[src/rtl/regfile_scoreboard.sv]
// regfile_scoreboard: architectural register file with a per-register
// pending-write scoreboard for RAW hazard detection at the read stage.
//
// Optional feature macro: REGFILE_FORWARD_EN
//   defined   -> same-cycle write-through on both read ports; hazard is
//                suppressed for a register whose last pending write lands now
//   undefined -> reads return the pre-write value; hazard clears only once
//                the pending counter has reached zero
//
// Ports:
//   clk, rst              clock, asynchronous active-high reset
//   wb_destination        write-back destination, MSB set = no write
//   wb_result             write-back data
//   wb_backpressure       1 = write-back flowing, 0 = write-back stalled
//   rd_addr0/1            read addresses
//   rd_data0/1            registered read data (1-cycle latency)
//   issue_valid/dest      read stage issues a write to issue_dest
//   issue_ready           pending counter of issue_dest can accept an issue
//   flush                 synchronous clear of all pending counters
//   hazard                a read address has an unresolved pending write
//   stall                 hazard or stalled write-back
module regfile_scoreboard #(
  parameter int unsigned D_SIZE     = 32,
  parameter int unsigned REG_A_SIZE = 3,
  parameter int unsigned PEND_W     = 2
) (
  input  logic                  clk,
  input  logic                  rst,
  input  logic [REG_A_SIZE:0]   wb_destination,
  input  logic [D_SIZE-1:0]     wb_result,
  input  logic                  wb_backpressure,
  input  logic [REG_A_SIZE-1:0] rd_addr0,
  input  logic [REG_A_SIZE-1:0] rd_addr1,
  output logic [D_SIZE-1:0]     rd_data0,
  output logic [D_SIZE-1:0]     rd_data1,
  input  logic                  issue_valid,
  input  logic [REG_A_SIZE-1:0] issue_dest,
  output logic                  issue_ready,
  input  logic                  flush,
  output logic                  hazard,
  output logic                  stall
);

  localparam int unsigned NREG = 2 ** REG_A_SIZE;
  localparam logic [PEND_W-1:0] PEND_MAX = '1;
  localparam logic [PEND_W-1:0] PEND_ONE = PEND_W'(1);

`ifdef REGFILE_FORWARD_EN
  localparam bit FWD = 1'b1;
`else
  localparam bit FWD = 1'b0;
`endif

  logic [D_SIZE-1:0]     regs    [NREG];
  logic [PEND_W-1:0]     pending [NREG];
  logic [NREG-1:0]       inc_vec;
  logic [NREG-1:0]       dec_vec;
  logic                  wr_en;
  logic [REG_A_SIZE-1:0] wr_addr;
  logic                  hz0;
  logic                  hz1;

  assign wr_en   = ~wb_destination[REG_A_SIZE];
  assign wr_addr = wb_destination[REG_A_SIZE-1:0];

  // Decrement: a landing write retires one tracked in-flight destination
  always_comb begin
    dec_vec = '0;
    for (int i = 0; i < NREG; i++) begin
      dec_vec[i] = wr_en && (wr_addr == REG_A_SIZE'(i)) && (pending[i] != '0);
    end
  end

  // A saturated counter still accepts an issue if it is retiring one now
  assign issue_ready = !((pending[issue_dest] == PEND_MAX) && !dec_vec[issue_dest]);

  // Increment: accepted issue to this destination
  always_comb begin
    inc_vec = '0;
    for (int i = 0; i < NREG; i++) begin
      inc_vec[i] = issue_valid && issue_ready && (issue_dest == REG_A_SIZE'(i));
    end
  end

  // Per-port hazard, bypassed only when the last pending write lands now
  always_comb begin
    hz0 = (pending[rd_addr0] != '0) &&
          !(FWD && (pending[rd_addr0] == PEND_ONE) && wr_en && (wr_addr == rd_addr0));
    hz1 = (pending[rd_addr1] != '0) &&
          !(FWD && (pending[rd_addr1] == PEND_ONE) && wr_en && (wr_addr == rd_addr1));
  end

  assign hazard = hz0 | hz1;
  assign stall  = hazard | ~wb_backpressure;

  // Pending counters; flush overrides any same-cycle inc/dec
  always_ff @(posedge clk or posedge rst) begin
    if (rst) begin
      for (int i = 0; i < NREG; i++) pending[i] <= '0;
    end else if (flush) begin
      for (int i = 0; i < NREG; i++) pending[i] <= '0;
    end else begin
      for (int i = 0; i < NREG; i++) begin
        if (inc_vec[i] && !dec_vec[i]) begin
          pending[i] <= pending[i] + PEND_ONE;
        end else if (dec_vec[i] && !inc_vec[i]) begin
          pending[i] <= pending[i] - PEND_ONE;
        end
      end
    end
  end

  // Register file storage; writes are never refused
  always_ff @(posedge clk or posedge rst) begin
    if (rst) begin
      for (int i = 0; i < NREG; i++) regs[i] <= '0;
    end else if (wr_en) begin
      regs[wr_addr] <= wb_result;
    end
  end

  // Registered read ports with optional write-through
  always_ff @(posedge clk or posedge rst) begin
    if (rst) begin
      rd_data0 <= '0;
      rd_data1 <= '0;
    end else begin
      rd_data0 <= (FWD && wr_en && (wr_addr == rd_addr0)) ? wb_result : regs[rd_addr0];
      rd_data1 <= (FWD && wr_en && (wr_addr == rd_addr1)) ? wb_result : regs[rd_addr1];
    end
  end

endmodule

[config.mk]
export PLATFORM = sky130hd
export DESIGN_NAME = regfile_scoreboard
export DESIGN_NICKNAME = d
export VERILOG_FILES = /design/src/rtl/regfile_scoreboard.sv
export SDC_FILE = /design/constraint.sdc
export NUM_CORES = 1
export LEC_CHECK = 0
export ABC_CLOCK_PERIOD_IN_PS = 30000
export CORE_MARGIN = 10
export CORE_UTILIZATION = 35
export CTS_BUF_LIST = sky130_fd_sc_hd__clkbuf_4 sky130_fd_sc_hd__clkbuf_8
export DETAILED_ROUTE_END_ITERATION = 7
export PLACE_DENSITY = 0.63
export SLEW_MARGIN = 20
export SYNTH_ARGS = -nofsm -noshare
export SYNTH_HDL_FRONTEND = slang
export SYNTH_SLANG_ARGS = --single-unit
[constraint.sdc]
create_clock -name clk -period 30 [get_ports clk]
set_clock_uncertainty 0.2 [all_clocks]
set_input_delay 6 -clock clk [delete_from_list [all_inputs] [get_ports clk]]
set_output_delay 6 -clock clk [all_outputs]
set_load 0.05 [all_outputs]
==> results of run 1 <==
[cell usage in the layout (no fill, tap or decap), drive strengths merged, types with 12 or more instances in the layout]
cell,netlist,routed
dfrtp,336,336
nand2,400,400
clkinv,0,12
buf,33,21
mux4,130,130
clkbuf,59,78
a21oi,23,23
clkdlybuf4s50,0,110
nor2,13,13
mux2,192,192
[flip-flops by register name, indices dropped and copies added (netlist names)]
register and flops:
rd_data1 32, pending 16, rd_data0 32, regs 256
[per-layer routing]
layer  global-route usage [%]  wire length (microns)  vias up  part of all wire (%)
met5                        0                     79        -                  0.19
met2                     25.9                  21800      300                    51
met4                     4.42                    810       12                   1.9
met1                     18.3                  17000     5598                    40
li1                         -                      -     4742                     -
met3                     3.63                   2770       74                   6.5
[tightest hold or removal path, delay by kind of cell, from the launching register on]
family,cells,cell delay [ns]
flip-flops,1,0.35
AND/OR/NAND/NOR,2,0.11
[cells in the mapped netlist, types with 3 or more instances]
cell type,number
a211o_1,7
nand4_1,4
dfrtp_1,336
nand2b_1,3
nor4_4,4
and2_1,6
or2_2,3
mux2_2,192
nand2_1,400
nor2_1,13
o211ai_1,8
nor2b_1,6
buf_1,18
nor3_1,7
a21oi_1,23
inv_1,5
buf_2,13
clkbuf_1,59
mux4_2,130
nand3_1,3
o21ai_0,9
[per-stage QoR]
| stage | instances | utilization, % | hold WS (ns) |
|---|---|---|---|
| floorplan | 1283 | - | 0.257 |
| global placement | 1929 | 39.0 | 0.271 |
| detailed placement | 1929 | 39.0 | 0.279 |
| CTS | 2020 | 41.3 | 0.295 |
| global route | 2020 | 41.3 | 0.324 |
| finish | 2020 | 41.3 | 0.293 |
[kinds of logic after synthesis]
family	synth area share, %
AO/OA/AOI/OAI	2.33
multiplexers	31.1
flip-flops	51.4
buffers and inverters	2.37
AND/OR/NAND/NOR	12.7
[worst min path at each step]
| stage | start | end | depth (start not counted) |
|---|---|---|---|
| after global routing | regs[195] | regs[195] | 2 |
| after detailed placement | regs[186] | regs[186] | 2 |
| final | regs[193] | regs[193] | 2 |
| after CTS | regs[186] | regs[186] | 2 |
| after global placement | regs[223] | regs[223] | 2 |
| after floorplan | regs[160] | regs[160] | 2 |
[power by group]
group	total [mW]	switching (mW)	leakage, nW	internal, mW
clock network	0.396	0.183	0.584	0.214
registers	0.606	0.0586	4.16	0.548
logic	0.359	0.189	3.64	0.171
[layout make-up]
cell class / instances / area (sq um)
Inverter: 5 / 26.3
Clock inverter: 13 / 68.8
Multi-Input combinational cell: 850 / 7610
Clock buffer: 78 / 1000
Fill cell: 4223 / 27200
Sequential cell: 336 / 8410
Tap cell: 607 / 759
Timing Repair Buffer: 131 / 1260
==> impl_metrics.env, run 1 <==
export IMPL_grt_setup_unrepaired="no"
export IMPL_postRouteAntennaNets=0
export IMPL_area_delta_synth_final_pct=17.0
export IMPL_crit_path_frequent_cell="clkdlybuf4s50_1"
export IMPL_crit_cells=6
export IMPL_cts_tree="done"
export IMPL_netlist_top_cells_area="dfrtp_1 51%, mux4_2 18%, mux2_2 13%"
export IMPL_grt_usage_pct=15.0
export IMPL_slowest_stage="or4b_2"
export IMPL_fin_area_sq_mm=0.0191
export IMPL_die_area_sq_mm=0.0558
export IMPL_clk_path_buf_depth=3
export IMPL_setup_ws_ns=14.17
export IMPL_vias=10700
export IMPL_ctsHoldBuffers=0
export IMPL_cts_sinks=336
export IMPL_start_util_pct=35.3
export IMPL_worst_pin_slew_ns=1.13
export IMPL_globalplace_congestion=0.766
export IMPL_dieWidth_microns=236
export IMPL_clkLatencyLatePin_ns=0.61
export IMPL_crit_buf_inv=2
export IMPL_dpl_instance_area_sq_mm=0.0181
export IMPL_drtPass1Iterations=5
export IMPL_rr_startpoint="pending[9]"
export IMPL_worstPathArrival_ns=9.63
export IMPL_crit_end="issue_ready"
export IMPL_period_share_pct=52.8
export IMPL_path_delay_family="simple AND/OR/NAND/NOR gates"
export IMPL_grt_pass1_vias=11300
export IMPL_dp_slack_ns=14.14
export IMPL_core_area_sq_mm=0.0464
export IMPL_io_pins=117
export IMPL_fin_nets=1427
export IMPL_hold_class="flop to flop"
export IMPL_syn_num_nets=1333
export IMPL_yosysWarnings=0
export IMPL_io_buffers=116
export IMPL_synth_edf_count=0
export IMPL_yosysUniqueCellTypes=46
export IMPL_r2r_cells=6
export IMPL_cts_inserted_buffers=53
export IMPL_path_class="input pin to primary output"
export IMPL_vias_per_cell=5.31
export IMPL_post_cts_buffers=0
export IMPL_cp_end_kind="primary output"
export IMPL_synth_area_per_cell_sq_um=12.7
export IMPL_cellLeakagePower_nw=8.38
export IMPL_cts_resized_gates=0
export IMPL_power_density_mw_per_mm2=71.2
export IMPL_rows=79
export IMPL_maxSlewHeadroom_pct=24.5
export IMPL_drtIter0Drc=723
export IMPL_setup_viol=0
export IMPL_routed_wl_microns=42500
export IMPL_crit_chain="clkdlybuf4s50_1, or4b_2, o32ai_4, nor4bb_4, nor3_1, clkdlybuf4s50_1"
export IMPL_yosysTopAreaCell="dfrtp_1"
export IMPL_cp_max_fo=36
export IMPL_grt_pass1_wl_microns=66900
export IMPL_crit_start="wb_destination[0]"
export IMPL_synth_cells=1283
export IMPL_antenna_found_initial=6
export IMPL_power_total_mw=1.36
export IMPL_ff2ff_setup_slack_ns=27.67
export IMPL_clkSlewWorstSetupHoldPaths_ns=0.05
export IMPL_r2r_end="pending[7]"
export IMPL_async_flop_share_pct=100
export IMPL_drc=0
export IMPL_tns_ns=0
export IMPL_clock_root_buffer="clkbuf_8"
export IMPL_ys_seq_area_share_pct=51.4
export IMPL_synth_ff_type="dfrtp_1"
export IMPL_antenna_cells=0
export IMPL_synth_cell_area_sq_mm=0.0164
export IMPL_synth_top_cell_area_share_pct=51.4
export IMPL_ir_drop_uv=30.1
export IMPL_dp_hpwl_microns=24500
export IMPL_crit_path_max_incr_delay_ns=1.28
export IMPL_hold_viol_final=0
export IMPL_crit_required_ns=23.80
export IMPL_fin_crit_ns=15.83
export IMPL_drv_cap=0
export IMPL_drive_gt1_share_pct=32.5
export IMPL_ys_ff_latch=336
export IMPL_htreeDepth=2
export IMPL_globalRouteOverflowTotal=0
export IMPL_die_h_microns=236
export IMPL_status="finished, final reports clean"
export IMPL_drv_slew=0
export IMPL_grt_max_degree=106
export IMPL_start_kind="input pin"
export IMPL_fmax_ghz=0.0632
export IMPL_wl_per_cell_microns=21.0
No activity file was read; power rests on OpenSTA's default activity.
==> run 2, diff against run 1 <==
ABC_CLOCK_PERIOD_IN_PS = 12900   (was 30000)
PLACE_DENSITY = 0.65   (was 0.63)
clock period = 12.9 ns   (was 30 ns; I/O delays follow)
==> impl_metrics.env, run 2 (synthesized netlist as in run 1, its figures left out) <==
export IMPL_largest_reg_flops=256
export IMPL_worst_pin_slew_ns=1.14
export IMPL_crit_start="wb_destination[0]"
export IMPL_ff2ff_setup_slack_ns=10.58
export IMPL_power_density_mw_per_mm2=169
export IMPL_cts_sinks=336
export IMPL_cp_end_kind="primary output"
export IMPL_fillers=4259
export IMPL_worstPathArrival_ns=6.18
export IMPL_crit_path_frequent_cell="clkdlybuf4s50_1"
export IMPL_clockPowerShare_pct=30.6
export IMPL_fin_crit_ns=8.96
export IMPL_drtIter0Drc=758
export IMPL_cp_max_fo=36
export IMPL_globalplace_congestion=0.795
export IMPL_cts_resized_gates=0
export IMPL_cellLeakagePower_nw=8.41
export IMPL_rows=79
export IMPL_layout_commonest_cell="nand2_1"
export IMPL_clock_root_buffer="clkbuf_8"
export IMPL_status="finished, final reports clean"
export IMPL_antenna_found_initial=4
export IMPL_dp_cells=1927
export IMPL_cts_tree="done"
export IMPL_regMostFlops="regs"
export IMPL_drc=0
export IMPL_routed_wl_microns=42500
export IMPL_r2r_cells=6
export IMPL_drv_slew=0
export IMPL_ir_drop_uv=74.4
export IMPL_hold_class="flop to flop"
export IMPL_crit_buf_inv=2
export IMPL_start_kind="input pin"
export IMPL_r2r_end="pending[3]"
export IMPL_core_area_sq_mm=0.0464
export IMPL_start_util_pct=35.3
export IMPL_drtPass1Iterations=7
export IMPL_final_cell_mix="400 x nand2_1, 336 x dfrtp_1, 192 x mux2_2"
export IMPL_io_pins=117
export IMPL_regArea_sq_mm=0.00841
export IMPL_die_area_sq_mm=0.0558
export IMPL_antenna_cells=0
export IMPL_rr_startpoint="pending[15]"
export IMPL_combPwrFrac_pct=25.9
export IMPL_globalRouteOverflowTotal=0
export IMPL_io_buffers=116
export IMPL_path_delay_family="simple AND/OR/NAND/NOR gates"
export IMPL_clk_path_buf_depth=3
export IMPL_drive_gt1_share_pct=32.5
export IMPL_grt_pass1_vias=11300
export IMPL_slowest_stage="or4b_2"
export IMPL_vias=10700
export IMPL_area_delta_synth_final_pct=17.5
export IMPL_vias_per_cell=5.29
export IMPL_dieWidth_microns=236
export IMPL_period_share_pct=69.5
export IMPL_post_route_util_pct=41.4
export IMPL_crit_cells=6
export IMPL_power_switching_mw=0.999
export IMPL_crit_end="issue_ready"
export IMPL_grt_pass1_wl_microns=66900
export IMPL_multi_input_area_sq_mm=0.00761
export IMPL_setup_viol=0
export IMPL_postRouteAntennaNets=0
export IMPL_top_regs="regs: 256 flops, rd_data0: 32 flops, rd_data1: 32 flops"
export IMPL_hold_viol_final=0
export IMPL_crit_chain="clkdlybuf4s50_1, or4b_2, o32ai_4, nor4bb_4, nor3_1, clkdlybuf4s50_1"
export IMPL_tns_ns=0
export IMPL_clkLatencyLatePin_ns=0.60
export IMPL_grt_max_degree=139
export IMPL_dp_hpwl_microns=25200
export IMPL_final_cell_count_no_fill=2020
export IMPL_grt_usage_pct=15.0
export IMPL_ctsHoldBuffers=0
export IMPL_htreeDepth=2
export IMPL_fmax_ghz=0.112
export IMPL_grt_setup_unrepaired="no"
export IMPL_wl_per_cell_microns=21.0
export IMPL_fin_nets=1426
export IMPL_switching_share_pct=30.8
export IMPL_power_frac_seq_pct=43.6
export IMPL_crit_required_ns=10.12
export IMPL_dpl_instance_area_sq_mm=0.0180
export IMPL_cts_inserted_buffers=54
export IMPL_maxSlewHeadroom_pct=23.7
export IMPL_drv_cap=0
export IMPL_path_class="input pin to primary output"
export IMPL_post_cts_buffers=0
export IMPL_clkSlewWorstSetupHoldPaths_ns=0.06
export IMPL_fin_area_sq_mm=0.0192
export IMPL_cell_internal_pwr_mw=2.24
export IMPL_die_h_microns=236
export IMPL_crit_path_max_incr_delay_ns=1.28
==> run 2: worst min-delay path by stage <==
stage	startpoint	end	slack, ns	depth (start not counted)
finish	regs[161]	regs[161]	0.29	2
global route	regs[161]	regs[161]	0.32	2
CTS	regs[181]	regs[181]	0.30	2
detailed placement	regs[161]	regs[161]	0.28	2
global placement	regs[168]	regs[168]	0.27	2
floorplan	regs[160]	regs[160]	0.26	2
==> run 2: power by group through the flow <==
stage / Sequential, mW / Clock, mW / Combinational, mW
after floorplan: 1.58 / 0 / 0.410
after global placement: 1.41 / 0 / 0.834
after detailed placement: 1.43 / 0 / 0.847
after CTS: 1.41 / 1.01 / 0.851
after global routing: 1.44 / 1.06 / 0.895
final: 1.41 / 0.990 / 0.839
==> run 2: final cells by class <==
cell class / instances / share of cell area [%]
clock buffer: 85 / 5.44
sequential: 336 / 43.8
clock inverter: 8 / 0.632
multi-input combinational: 850 / 39.6
tap: 607 / 3.95
timing repair buffer: 129 / 6.46
inverter: 5 / 0.137
==> run 2: worst min-delay path: cells and delay by family (launching register included) <==
| kind | cells | cell delay, ns |
|---|---|---|
| DFF | 1 | 0.35 |
| and+or+nand+nor | 2 | 0.11 |
==> run 2: stage by stage <==
step / hold WS, ns / power [mW] / setup WS [ns]
after CTS: 0.296 / 3.27 / 3.91
after floorplan: 0.257 / 1.99 / 0.810
final: 0.292 / 3.24 / 3.94
after detailed placement: 0.281 / 2.27 / 3.90
after global placement: 0.271 / 2.24 / 3.96
after global routing: 0.317 / 3.39 / 3.80
==> run 2: per-layer routing <==
layer  wire length (microns)  GRT usage, %  vias up
met3                    2410          3.38       85
met5                      50             0        -
met4                     988          4.36        8
li1                        -             -     4749
met1                   17300          18.1     5562
met2                   21700          26.3      291
==> run 3, diff against run 2 <==
ABC_CLOCK_PERIOD_IN_PS = 7200   (was 12900)
clock period = 7.2 ns   (was 12.9 ns; I/O delays follow)
==> impl_metrics.env, run 3 (synthesized netlist as in run 1, its figures left out) <==
export IMPL_ctsHoldBuffers=0
export IMPL_cts_tree="done"
export IMPL_setup_viol=0
export IMPL_path_class="input pin to primary output"
export IMPL_grt_max_degree=128
export IMPL_globalplace_congestion=0.828
export IMPL_hold_viol_final=0
export IMPL_regMostFlops="regs"
export IMPL_use_met1_pct=19.3
export IMPL_drc=0
export IMPL_grt_pass1_wl_microns=69000
export IMPL_cp_end_kind="primary output"
export IMPL_postRouteAntennaNets=0
export IMPL_status="finished, final reports clean"
export IMPL_clkSlewWorstSetupHoldPaths_ns=0.06
export IMPL_worstPathArrival_ns=4.45
export IMPL_power_density_mw_per_mm2=306
export IMPL_core_area_sq_mm=0.0464
export IMPL_fin_area_sq_mm=0.0194
export IMPL_maxSlewHeadroom_pct=26.9
export IMPL_grt_pass1_vias=11600
export IMPL_die_h_microns=236
export IMPL_vias=10700
export IMPL_cp_max_fo=12
export IMPL_cts_resized_gates=0
export IMPL_dieWidth_microns=236
export IMPL_tns_ns=0
export IMPL_top_usage_layer="met2"
export IMPL_wl_per_cell_microns=21.4
export IMPL_clkLatencyLatePin_ns=0.65
export IMPL_antenna_found_initial=1
export IMPL_drtPass1Iterations=7
export IMPL_ir_drop_uv=190
export IMPL_final_cell_mix="400 x nand2_1, 336 x dfrtp_1, 192 x mux2_2"
export IMPL_met3_usage_pct=3.42
export IMPL_vias_per_cell=5.25
export IMPL_routed_wl_microns=43500
export IMPL_dpl_instance_area_sq_mm=0.0181
export IMPL_grt_usage_pct=15.6
export IMPL_area_delta_synth_final_pct=18.8
export IMPL_top_regs="regs: 256 flops, rd_data0: 32 flops, rd_data1: 32 flops"
export IMPL_worst_pin_slew_ns=1.10
export IMPL_fin_nets=1434
export IMPL_globalRouteOverflowTotal=0
export IMPL_crit_required_ns=5.56
export IMPL_dp_hpwl_microns=25200
export IMPL_post_cts_buffers=0
export IMPL_use_met2_pct=26.5
export IMPL_clk_path_buf_depth=3
export IMPL_drv_slew=0
export IMPL_period_share_pct=84.5
export IMPL_fin_crit_ns=6.09
export IMPL_cts_inserted_buffers=56
export IMPL_cellLeakagePower_nw=8.51
export IMPL_io_pins=117
export IMPL_cts_sinks=336
export IMPL_drive_gt1_share_pct=33.2
export IMPL_rows=79
export IMPL_hold_class="flop to flop"
export IMPL_clock_root_buffer="clkbuf_8"
export IMPL_fmax_ghz=0.164
export IMPL_start_util_pct=35.3
export IMPL_layout_commonest_cell="nand2_1"
export IMPL_grt_setup_unrepaired="no"
export IMPL_htreeDepth=2
export IMPL_drtIter0Drc=870
export IMPL_drv_cap=0
export IMPL_start_kind="input pin"
export IMPL_die_area_sq_mm=0.0558
export IMPL_io_buffers=116
export IMPL_largest_reg_flops=256
run 3: cell count changes in the layout (fill, tap and decap cells not counted), sizes merged:
cell,change
clkinv,+4
clkbuf,+3
buf,+6
inv,+1
clkinvlp,+2
diode,+1
run 3: worst max-delay path: stages:
cell,delay [ns]
clkdlybuf4s50_1,0.73
or4b_2,0.85
o32ai_4,0.31
nor4bb_4,0.11
nor3_1,0.16
clkdlybuf4s50_1,0.83
run 3: area by class of cell:
class	count	area (sq um)
Timing Repair Buffer	135	1310
Tap cell	607	759
Clock buffer	88	1150
Fill cell	4183	26900
Inverter	5	22.5
Multi-Input combinational cell	850	7610
Clock inverter	15	169
Sequential cell	336	8410
Antenna cell	1	2.50
run 3: final timing paths:
path,start,end,slack [ns],cells after the start
max,wb_destination[0],issue_ready,1.11,6
min,regs[191],regs[191],0.29,2
max reg2reg,pending[9],pending[1],4.84,6
min reg2reg,regs[191],regs[191],0.29,2
max in group asynchronous,rst,regs[202],4.28,3
min in group asynchronous,rst,rd_data1[27],1.07,2
run 3: through the flow:
step / hold slack [ns] / cells / util (%) / power [mW] / worst slack [ns]
2_1_floorplan: 0.257 / 1283 / - / 3.57 / 1.07
3_3_place_gp: 0.269 / 1933 / 39.1 / 4.01 / 1.14
3_5_place_dp: 0.278 / 1933 / 39.1 / 4.06 / 1.11
4_1_cts: 0.294 / 2036 / 41.9 / 6.03 / 1.09
5_1_grt: 0.315 / 2036 / 41.9 / 6.24 / 1.02
6_report: 0.292 / 2037 / 41.9 / 5.95 / 1.11
run 3: layer usage:
metal,share of wire (%),vias up
li1,-,4771
met3,5.3,80
met1,42,5565
met5,0,-
met4,2.4,0
met2,50,280
run 3: power breakdown:
group | leakage (nW) | switching [mW] | total, mW | internal (mW)
registers | 4.16 | 0.247 | 2.53 | 2.28
logic | 3.66 | 0.780 | 1.49 | 0.712
clock network | 0.692 | 0.806 | 1.93 | 1.13
total | 8.51 | 1.83 | 5.95 | 4.12
==> RTL change 1, RTL diff (flow settings as in run 2) <==
The parameter `REG_A_SIZE` goes from 3 to 4.
--- a/src/rtl/regfile_scoreboard.sv
+++ b/src/rtl/regfile_scoreboard.sv
@@ -21,7 +21,7 @@
 //   stall                 hazard or stalled write-back
 module regfile_scoreboard #(
   parameter int unsigned D_SIZE     = 32,
-  parameter int unsigned REG_A_SIZE = 3,
+  parameter int unsigned REG_A_SIZE = 4,
   parameter int unsigned PEND_W     = 2
 ) (
   input  logic                  clk,
Interface: changed (resized issue_dest, rd_addr0, rd_addr1 and wb_destination); port bits go from 117 to 121. No check against the original RTL was run, so the function may have changed too.
==> RTL change 1 against run 2 <==
Utilization is 1.2 points lower; final area increased by 85%; area after synthesis increased by 90%; combinational power increased by 75%; wire length rose by 110%; sequential cell count increased by 272; setup slack worse by 0.018 ns; power grew 82%; synthesized cell count is 64% higher; critical endpoint unchanged; largest cell class unchanged.
==> RTL change 1: results <==
export IMPL_run_status="finished, final reports clean"
export IMPL_syn_nets=2155
export IMPL_synth_xor_area_share=0.00310
export IMPL_synth_area_per_cell_um2=14.8
export IMPL_arrival_ns=6.20
export IMPL_power_internal_uw=4150
export IMPL_htree_levels=3
export IMPL_clock_latency_ns=0.70
export IMPL_dpl_cell_count=3222
export IMPL_clock_cell_area_share=0.0610
export IMPL_inverters=3
export IMPL_slew_headroom=0.314
export IMPL_antenna_found_initial=8
export IMPL_cts_buffers_inserted=105
export IMPL_synthMuxAreaShare=0.394
export IMPL_bufAreaShareNonClock=0.0414
export IMPL_multi_input_gates=1304
export IMPL_grt_usage=0.173
export IMPL_fin_cells=3408
export IMPL_grt_max_degree=197
export IMPL_grt_pass1_wl_um=136000
export IMPL_p_comb_uw=1470
export IMPL_hpwl_um=48800
export IMPL_power_leakage_uw=0.0148
export IMPL_clkbuf_count=166
export IMPL_regArea_um2=15200
export IMPL_ir_drop_mv=0.0890
export IMPL_wl_um=88200
export IMPL_largest_reg_flops=512
export IMPL_power_clock_uw=1810
export IMPL_yosysSeqAreaShare=0.490
==> RTL change 1: changes by cell type after synthesis, moves of 9 or more <==
| cell | change |
|---|---|
| o21ai_0 | +14 |
| a21oi_1 | +9 |
| nor2_1 | +26 |
| mux2_2 | +224 |
| dfrtp_1 | +272 |
| mux4_2 | +205 |
| nor3b_1 | +13 |
| nand2_1 | -84 |
| clkbuf_1 | +73 |
| buf_1 | +13 |
==> RTL change 1: metal layers <==
metal  share of wire  track usage
met1            0.41        0.221
met2            0.50        0.290
met3           0.063       0.0306
met4           0.032       0.0663
met5         0.00033            0
==> RTL change 1: worst max-delay path: stages <==
cell and delay (ns):
clkdlybuf4s50_1 0.85, nor2_4 0.17, nand2_2 0.08, buf_4 0.56, o41ai_2 0.16, o311a_4 0.48, a21oi_2 0.42, nand3_1 0.14
clkdlybuf4s50_1 0.74
==> RTL change 1: logic make-up after synthesis <==
| family | after synthesis |
|---|---|
| AOI/OAI and AO/OA | 106 |
| xor gates and xnor gates | 11 |
| buffers and inverters | 189 |
| DFF | 608 |
| muxes | 753 |
| and+or+nand+nor | 434 |
==> RTL change 1: worst paths after layout <==
| path | start | end | slack (ns) | cells after the start |
|---|---|---|---|---|
| max | wb_destination[3] | issue_ready | 3.92 | 9 |
| min | regs[53]$_DFFE_PP0P_ | regs[53]$_DFFE_PP0P_ | 0.30 | 2 |
| max reg2reg | pending[2]$_DFFE_PP0P_ | pending[24]$_DFFE_PP0P_ | 10.27 | 7 |
| min reg2reg | regs[53]$_DFFE_PP0P_ | regs[53]$_DFFE_PP0P_ | 0.30 | 2 |
| max in group asynchronous | rst | rd_data0[4]$_DFF_PP0_ | 7.95 | 5 |
| min in group asynchronous | rst | rd_data1[26]$_DFF_PP0_ | 2.23 | 2 |
==> RTL change 2, RTL diff (flow settings as in run 2) <==
Without the edit above. Make the reset (`rst`) synchronous in 3 clocked blocks. Comments in the files are not updated.
--- a/src/rtl/regfile_scoreboard.sv
+++ b/src/rtl/regfile_scoreboard.sv
@@ -94,7 +94,7 @@
   assign stall  = hazard | ~wb_backpressure;
 
   // Pending counters; flush overrides any same-cycle inc/dec
-  always_ff @(posedge clk or posedge rst) begin
+  always_ff @(posedge clk) begin
     if (rst) begin
       for (int i = 0; i < NREG; i++) pending[i] <= '0;
     end else if (flush) begin
@@ -111,7 +111,7 @@
   end
 
   // Register file storage; writes are never refused
-  always_ff @(posedge clk or posedge rst) begin
+  always_ff @(posedge clk) begin
     if (rst) begin
       for (int i = 0; i < NREG; i++) regs[i] <= '0;
     end else if (wr_en) begin
@@ -120,7 +120,7 @@
   end
 
   // Registered read ports with optional write-through
-  always_ff @(posedge clk or posedge rst) begin
+  always_ff @(posedge clk) begin
     if (rst) begin
       rd_data0 <= '0;
       rd_data1 <= '0;
Function: differs if rst is asserted again (counterexample within 4 cycles, from zero or initial values and one cycle with rst high); with rst held inactive, the same outputs for 4 cycles.
==> RTL change 2 against run 2 <==
Setup slack improved by 0.83 ns; final area barely moved; register-to-register slack got worse by 0.20 ns; largest cell class unchanged; count of clock-buffer cells in the layout rose by 6; hold slack improved by 0.15 ns; sequential cell count did not move; area after synthesis rose by 0.18%; wire length fell by 2.8%; final cell count fell by 7.2%; synthesized cell count fell by 14%; utilization barely moved.
Power is not compared: it rests on default switching activity, and its combinational part moved more than twofold at a synthesized area within 25%.
==> RTL change 2: results <==
export IMPL_grt_max_degree=80
export IMPL_groute_layer_met3_usage=0.0314
export IMPL_wl_met1_um=16800
export IMPL_synth_compound_area_frac=0.0211
export IMPL_fin_cells=1874
export IMPL_critPathMaxFanout=17
export IMPL_netlist_top_cells_area="edfxtp_1 50%, mux4_2 18%, and2_1 9.8%, dfxtp_1 7.8%, mux2i_1 4.0%"
export IMPL_clkbuf_count=91
export IMPL_seq_share=0.491
export IMPL_grt_pass1_wl_um=63500
export IMPL_signal_buffers=127
export IMPL_yosysSeqAreaShare=0.577
export IMPL_synthArstFlopShare=0
export IMPL_multi_input_area_share=0.342
export IMPL_wl_met3_um=2460
export IMPL_run_status="finished, final reports clean"
export IMPL_drt_pass1_iter_count=5
export IMPL_synth_fa_ha_area_frac=0.00458
export IMPL_slew_headroom=0.264
export IMPL_wl_um=41300
export IMPL_cts_buffers_inserted=57
export IMPL_critical_path_top_delay_family="buffers and inverters"
export IMPL_hpwl_um=23700
export IMPL_met2_usage=0.257
export IMPL_ys_types=60
export IMPL_dr_wl_met2_um=21100
export IMPL_dpl_cell_count=1764
export IMPL_fin_nets=1272
export IMPL_dr_first_iter_drc_count=590
export IMPL_synth_edff_count=272
export IMPL_grt_usage=0.146
export IMPL_arrival_ns=5.35
export IMPL_gp_congestion=0.857
export IMPL_synthMuxAreaShare=0.219
export IMPL_gr_usage_met1=0.174
export IMPL_slowest_stage="clkdlybuf4s50_1"
export IMPL_synth_xor_area_share=0.00374
export IMPL_syn_nets=1164
export IMPL_slowest_delay_ns=0.73
export IMPL_routed_via_count=9673
export IMPL_drive_above_1_share=0.224
export IMPL_synth_commonest_cells="272 x edfxtp_1, 256 x and2_1, 130 x mux4_2"
## RTL change 2: cell types whose count changed in the layout (fill, tap and decap cells not counted), sizes merged, moves of 10 or more
cell	change
nor2	+73
a21oi	-13
edfxtp	+272
mux2	-192
nor3	+14
dfxtp	+64
clkinv	+10
and2	+250
mux2i	+66
inv	+11
dfrtp	-336
or2	+10
nand2	-382
## RTL change 2: final timing paths
path / start / to / slack, ns / cells past startpoint
max: issue_dest[1] / issue_ready / 4.77 / 7
max reg2reg: pending[3][0]$_SDFFCE_PN0P_ / pending[2][1]$_SDFFCE_PN0P_ / 10.38 / 7
min reg2reg: pending[3][0]$_SDFFCE_PN0P_ / pending[3][0]$_SDFFCE_PN0P_ / 0.44 / 1
min: pending[3][0]$_SDFFCE_PN0P_ / pending[3][0]$_SDFFCE_PN0P_ / 0.44 / 1
## RTL change 2: where the power goes
group          leakage (µW)  switching [µW]  internal [µW]
logic               0.00301             213            150
clock network      0.000627             433            531
registers           0.00317            32.0           1250
